**src/rtl/lsu_seq.sv**
```systemverilog
// ============================================================================
//  Module   : lsu_seq
//  Purpose  : Load/store sequencer; splits byte/halfword requests into
//             per-byte cycles on an 8-bit data memory (little-endian).
//  Revision : 1.0  initial release
// ============================================================================
`default_nettype none

module lsu_seq #(
    parameter int W = 8,
    parameter int A = 8
) (
    input  logic           Clk,
    input  logic           Reset,
    input  logic           Req,
    input  logic           Write,
    input  logic           Wide,
    input  logic [A-1:0]   Addr,
    input  logic [2*W-1:0] WrData,
    output logic           Busy,
    output logic           Done,
    output logic [2*W-1:0] RdData,
    output logic           MemWriteEn,
    output logic [A-1:0]   MemAddr,
    output logic [W-1:0]   MemDataIn,
    input  logic [W-1:0]   MemDataOut
);

    typedef enum logic [1:0] {
        IDLE = 2'd0,
        LO   = 2'd1,
        HI   = 2'd2,
        DONE = 2'd3
    } state_t;

    localparam logic [A-1:0] ADDR_ONE = {{(A-1){1'b0}}, 1'b1};

    state_t         state;
    logic [A-1:0]   addr_q;
    logic [2*W-1:0] wd_q;
    logic           wr_q;
    logic           wide_q;
    logic [W-1:0]   lo_q;

    always_ff @(posedge Clk or posedge Reset) begin
        if (Reset) begin
            state  <= IDLE;
            addr_q <= '0;
            wd_q   <= '0;
            wr_q   <= 1'b0;
            wide_q <= 1'b0;
            lo_q   <= '0;
            RdData <= '0;
        end else begin
            case (state)
                IDLE: begin
                    if (Req) begin
                        addr_q <= Addr;
                        wd_q   <= WrData;
                        wr_q   <= Write;
                        wide_q <= Wide;
                        state  <= LO;
                    end
                end
                LO: begin
                    if (!wr_q) begin
                        lo_q <= MemDataOut;
                    end
                    if (wide_q) begin
                        state <= HI;
                    end else begin
                        state <= DONE;
                        // Narrow load result is final at this edge, zero-extended.
                        if (!wr_q) begin
                            RdData <= {{W{1'b0}}, MemDataOut};
                        end
                    end
                end
                HI: begin
                    if (!wr_q) begin
                        RdData <= {MemDataOut, lo_q};
                    end
                    state <= DONE;
                end
                DONE: begin
                    state <= IDLE;
                end
                default: begin
                    state <= IDLE;
                end
            endcase
        end
    end

    // Memory strobes decode only from registered state, so reset kills
    // MemWriteEn at once and request inputs never reach the memory directly.
    always_comb begin
        Busy       = (state != IDLE);
        Done       = (state == DONE);
        MemWriteEn = 1'b0;
        MemAddr    = '0;
        MemDataIn  = '0;
        case (state)
            LO: begin
                MemAddr = addr_q;
                if (wr_q) begin
                    MemWriteEn = 1'b1;
                    MemDataIn  = wd_q[W-1:0];
                end
            end
            HI: begin
                MemAddr = addr_q + ADDR_ONE;
                if (wr_q) begin
                    MemWriteEn = 1'b1;
                    MemDataIn  = wd_q[2*W-1:W];
                end
            end
            default: begin
                MemWriteEn = 1'b0;
            end
        endcase
    end

endmodule

`default_nettype wire

```
**config.mk**
```make
export PLATFORM = sky130hd
export DESIGN_NAME = lsu_seq
export DESIGN_NICKNAME = d
export VERILOG_FILES = /design/src/rtl/lsu_seq.sv
export SDC_FILE = /design/constraint.sdc
export NUM_CORES = 1
export LEC_CHECK = 0
export CORE_ASPECT_RATIO = 0.8
export CORE_MARGIN = 4
export CORE_UTILIZATION = 48
export DETAILED_ROUTE_END_ITERATION = 10
export PLACE_DENSITY_LB_ADDON = 0.3
export SYNTH_ARGS = -nofsm -noshare
export SYNTH_HDL_FRONTEND = slang
export SYNTH_SLANG_ARGS = --single-unit
```
**constraint.sdc**
```tcl
create_clock -name Clk -period 2.09 [get_ports Clk]
set_input_delay 0.5225 -clock Clk [delete_from_list [all_inputs] [get_ports Clk]]
set_output_delay 0.5225 -clock Clk [all_outputs]
set_load 0.03 [all_outputs]
```
# Word-level counts from Yosys, hierarchy flattened
# Cells that the tools add are included.
[totals]
in_bits = 37
mem_count = 0
latchBits = 0
ram_bits = 0
ff_bits = 52
romBits = 0
[classes]
n_eq_ne = 7
multipliers = 0
order_cmp = 0
muxes = 13
n_bitwise = 1
shifts = 0
reduce_logical = 7
addsub = 1
div = 0
[ops]
columns = ["op", "n"]
rows = [
  ["two-way mux 16 bit", 3],
  ["one-hot mux 16 bit (2 select lines)", 1],
  ["one-hot mux 8 bit (2 select lines)", 2],
  ["two-way mux 8 bit", 2],
  ["adder 8 x 1 -> 8 bit, second input constant", 1],
  ["!= test 2 bit, second input constant", 4],
  ["one-hot mux 2 bit (4 select lines)", 1],
  ["equality test 2 bit, second input constant", 2],
  ["AND reduction 2 bit", 2],
  ["AND reduction 4 bit", 1],
  ["nonzero test 2 bit", 2],
  ["two-way mux 1 bit", 3],
  ["equality test 2 x 1 -> 1 bit, second input constant", 1],
  ["logical NOT 2 bit", 1],
  ["two-way mux 2 bit", 1],
  ["OR reduction 2 bit", 1],
  ["inverter 1 bit", 1],
]

# Depth between registers and ports, before layout
[depth]
word_depth = 3
ltp_mapped = 7
depth_no_buf = 5

# Worst setup path before layout
# Ideal clock, no wire load.
[synth_timing]
kind = "reg2out"
from = "register state[0]"
to = "output MemAddr[3]"
path_stages_with_launch = 7
setup_slack_ns = -0.257
t_required_ns = 1.567
arrival_ns = 1.825
path_cell_list = "dfrtp_1 > inv_1 > ha_1 > buf_2 > and2_1 > a21oi_1 > o21ai_0"
[synth_between]
elab_chain_len = 2
elab_cells_between_ends = 3
cone_classes = "eq/ne (2); mux (1)"
[synth_lines]
columns = ["element", "line", "rtl"]
rows = [
  ["start: declaration", "38", "state_t state;"],
  ["start signal: assignment", "47", "state <= IDLE;"],
  ["start signal: assignment", "62", "state <= LO;"],
  ["start signal: assignment", "70", "state <= HI;"],
  ["equality test 2 bit or equality test 2 x 1 -> 1 bit (tied branches)", "103", "case (state)"],
  ["one-hot mux 8 bit (2 select lines) *", "103", ""],
  ["end: declaration", "24", "output logic [A-1:0] MemAddr,"],
]
# Mark *: on every way between the ends. The rest lies on a longest branch, timed or not.

# Final worst setup path
[layout_timing]
from = "register addr_q[0]"
to = "output MemAddr[6]"
[layout_between]
elab_chain_len = 2
[layout_lines]
columns = ["element", "line", "rtl"]
rows = [
  ["start: declaration", "39", "logic [A-1:0] addr_q;"],
  ["start signal: assignment", "58", "addr_q <= Addr;"],
  ["adder 8 x 1 -> 8 bit", "112", "MemAddr = addr_q + ADDR_ONE;"],
  ["one-hot mux 8 bit (2 select lines)", "103", ""],
]
# Every way passes these cells.

==> metrics.txt <==
Hold Crit Class flop to flop; period utilization 1.10; Lkg Pwr 1.66 nW; Worst Path Max Fanout 4; layout cells sized above 1 0.450; IO Pins 72; Row Count 23; Crit Reg-Reg Startpoint state[1]; critical path's top delay family compound AO/OA/AOI/OAI gates; die area 6510 sq um; DP HPWL 3.83 mm; Die Y 73.0 um; antenna-violating nets left 0; vias in the first global route 1868; Fmax 435 MHz; Critical-path top delay cell dfrtp_1; chip width 89.2 um; ANT cells 0; syn nets 249; Starting Density 0.500; area leader, netlist dfrtp_1; CTS clk-pin slew, worst paths 0.10 ns; minimum clock period 2.30 ns; Slew Limit Fails 0; CP endpoint kind output port; TritonCTS Buffers 5; hold path endpoint lo_q[1]; CTS tree built; power per cell area 1730 nW/um^2; H-tree level count 2; Worst Reg2Reg Path Length in Cells 9; final net count 344; drt pass-1 iters 4; Yosys warning count 0; Slew Limit Headroom 0.784; Area Growth Syn to Fin 51.6%; Fin. Hold Viols 0; gr usage total 0.192; Critical Path AT 1.78 ns; Core ar. 5060 sq um; Routed wire per std cell 16.2 um; Mapped Area 2530 sq um; setup slack after layout -0.209 ns; Yosys top cell area share 0.514; syn avg cell area 12.3 sq um; overall power 6.63 mW; worst reg2reg endpoint RdData[4]; Post-Route WL 5.89 mm; final core utilization 0.758; Worst Hold Launch lo_q[1]; largest net degree at the start of global routing 53; clk_skew 0.0104 ns; post-synthesis cell type count 29; Syn Inst Count 206; GPL Wtd Cong 0.902; Vias/cell 5.20; Via Count 1892; Max VDD drop 1170 uV; clock net sink count 52; failing checks negative setup slack; Clk Latency, worst-skew pair 0.30 ns; drt drc 0; largest stage delay on the critical path 0.40 ns; worst path bufs/invs 1; worst setup path class flop to output port; Slew @ Worst Pin 0.323 ns; run status complete, but fails checks; crit-path cells ha_1, nand3_2, o211a_1, a211o_1, buf_6; initial antenna violation count 0; setup violators final 16; r2r setup slk 0.11 ns; number of buffers added on ports 71; Longest Clk Path Bufs 2; RSZ-0062 raised after global routing true; register area share after synthesis 0.514; max-cap violations 0; hold path cells 1; Crit path required time 1.57 ns; DRT iter0 DRCs 53; total gr overflow 0; Worst setup SP type flop; Root Buffer clkbuf_8; flops & latches, synth 52; Synth area leaders dfrtp_1, mux2_2, mux2i_1; first-pass GRT wire length 9.57 mm
[cell type report]
cell class,instances,area (sq um)
clock buffer,6,72.6
clock inverter,2,13.8
fill,351,1220
inverter,15,56.3
multi-input combinational,130,1300
sequential,52,1300
tap,62,77.6
timing repair buffer,97,1020
[placed cells by master (no fill, tap or decap), types with 3 or more instances in the layout]
cell,count
nor2_4,6
ha_1,3
buf_12,4
nor2b_1,3
mux2_4,3
clkdlybuf4s50_1,52
inv_1,12
mux2_2,49
a22oi_2,9
ha_4,3
clkbuf_8,5
buf_6,22
buf_4,16
mux2i_1,8
nand3_1,3
inv_2,3
dfrtp_1,51
nand2_1,12
[synthesized netlist by cell type, drive strengths merged]
library cell	instances
or3	2
a211o	1
a21oi	2
nand4	1
buf	8
o21ba	1
o22ai	1
ha	6
mux2	52
o21ai	3
a22oi	10
o31ai	1
inv	15
clkbuf	1
o211ai	2
dfrtp	52
nand3	5
nor2	8
xor2	1
mux2i	8
nor4	1
nand2	14
nor2b	6
or4	2
and2	2
o211a	1
[per-stage QoR]
| step | setup WS (ns) | std cells | hold WS [ns] | TNS (ns) | cell area, sq um |
|---|---|---|---|---|---|
| after floorplan | 0.0106 | 206 | 0.475 | 0 | 2560 |
| after global placement | 0.0319 | 348 | 0.484 | 0 | 3420 |
| after detailed placement | -0.00902 | 348 | 0.491 | -0.0177 | 3420 |
| after CTS | -0.190 | 360 | 0.513 | -1.69 | 3790 |
| after global routing | -0.292 | 364 | 0.521 | -3.03 | 3840 |
| final | -0.209 | 364 | 0.508 | -1.78 | 3840 |
[per-layer routing]
| metal | wire (um) | vias to the layer above | GRT usage |
|---|---|---|---|
| li1 | - | 912 | - |
| met1 | 2600 | 925 | 0.255 |
| met2 | 2880 | 47 | 0.313 |
| met3 | 333 | 8 | 0.0508 |
| met4 | 70 | 0 | 0.0512 |
| met5 | 0 | - | 0 |
[sequential cells by signal (all words and copies together) (netlist names)]
signal / flops
RdData: 16
addr_q: 8
lo_q: 8
state: 2
wd_q: 16
wide_q: 1
wr_q: 1
[how the worst max path moves through the flow]
stage          startpoint         end  slack [ns]  cells after the start
2_1_floorplan    state[0]  MemAddr[3]        0.01                      6
3_3_place_gp     state[0]  MemAddr[7]        0.03                      6
3_5_place_dp     state[0]  MemAddr[7]      -0.009                      6
4_1_cts          state[0]  MemAddr[6]       -0.19                      6
5_1_grt         addr_q[0]  MemAddr[6]       -0.29                      5
6_report        addr_q[0]  MemAddr[6]       -0.21                      5
[power breakdown]
| part | switching [mW] | internal (mW) | total (mW) |
|---|---|---|---|
| combinational | 1.99 | 2.18 | 4.17 |
| clock | 0.338 | 0.240 | 0.578 |
| sequential | 0.368 | 1.51 | 1.88 |
| total | 2.70 | 3.93 | 6.63 |
[logic make-up after synthesis]
kind of cell | share of synthesized area
AOI/OAI and AO/OA | 0.0622
xor gates and xnor gates | 0.00346
adders and majority gates | 0.0296
buffers and inverters | 0.0444
DFF | 0.514
muxes | 0.266
and+or+nand+nor | 0.0810
[worst reg2reg max path: stages, from the launching register on]
cell	delay, ns
dfrtp_1	0.41
inv_2	0.10
buf_6	0.11
ha_4	0.14
buf_6	0.14
buf_4	0.13
nor2b_4	0.14
o21ba_1	0.19
buf_12	0.18
mux2_2	0.35
[timing repair]
item	CTS	global route
buffers inserted	3	5
pin swaps	11	4
hold buffers	0	0
cloned	1	0
endpoints found under the setup margin	19	17
resized for setup	54	10
Power figures use the tool's default switching activity.
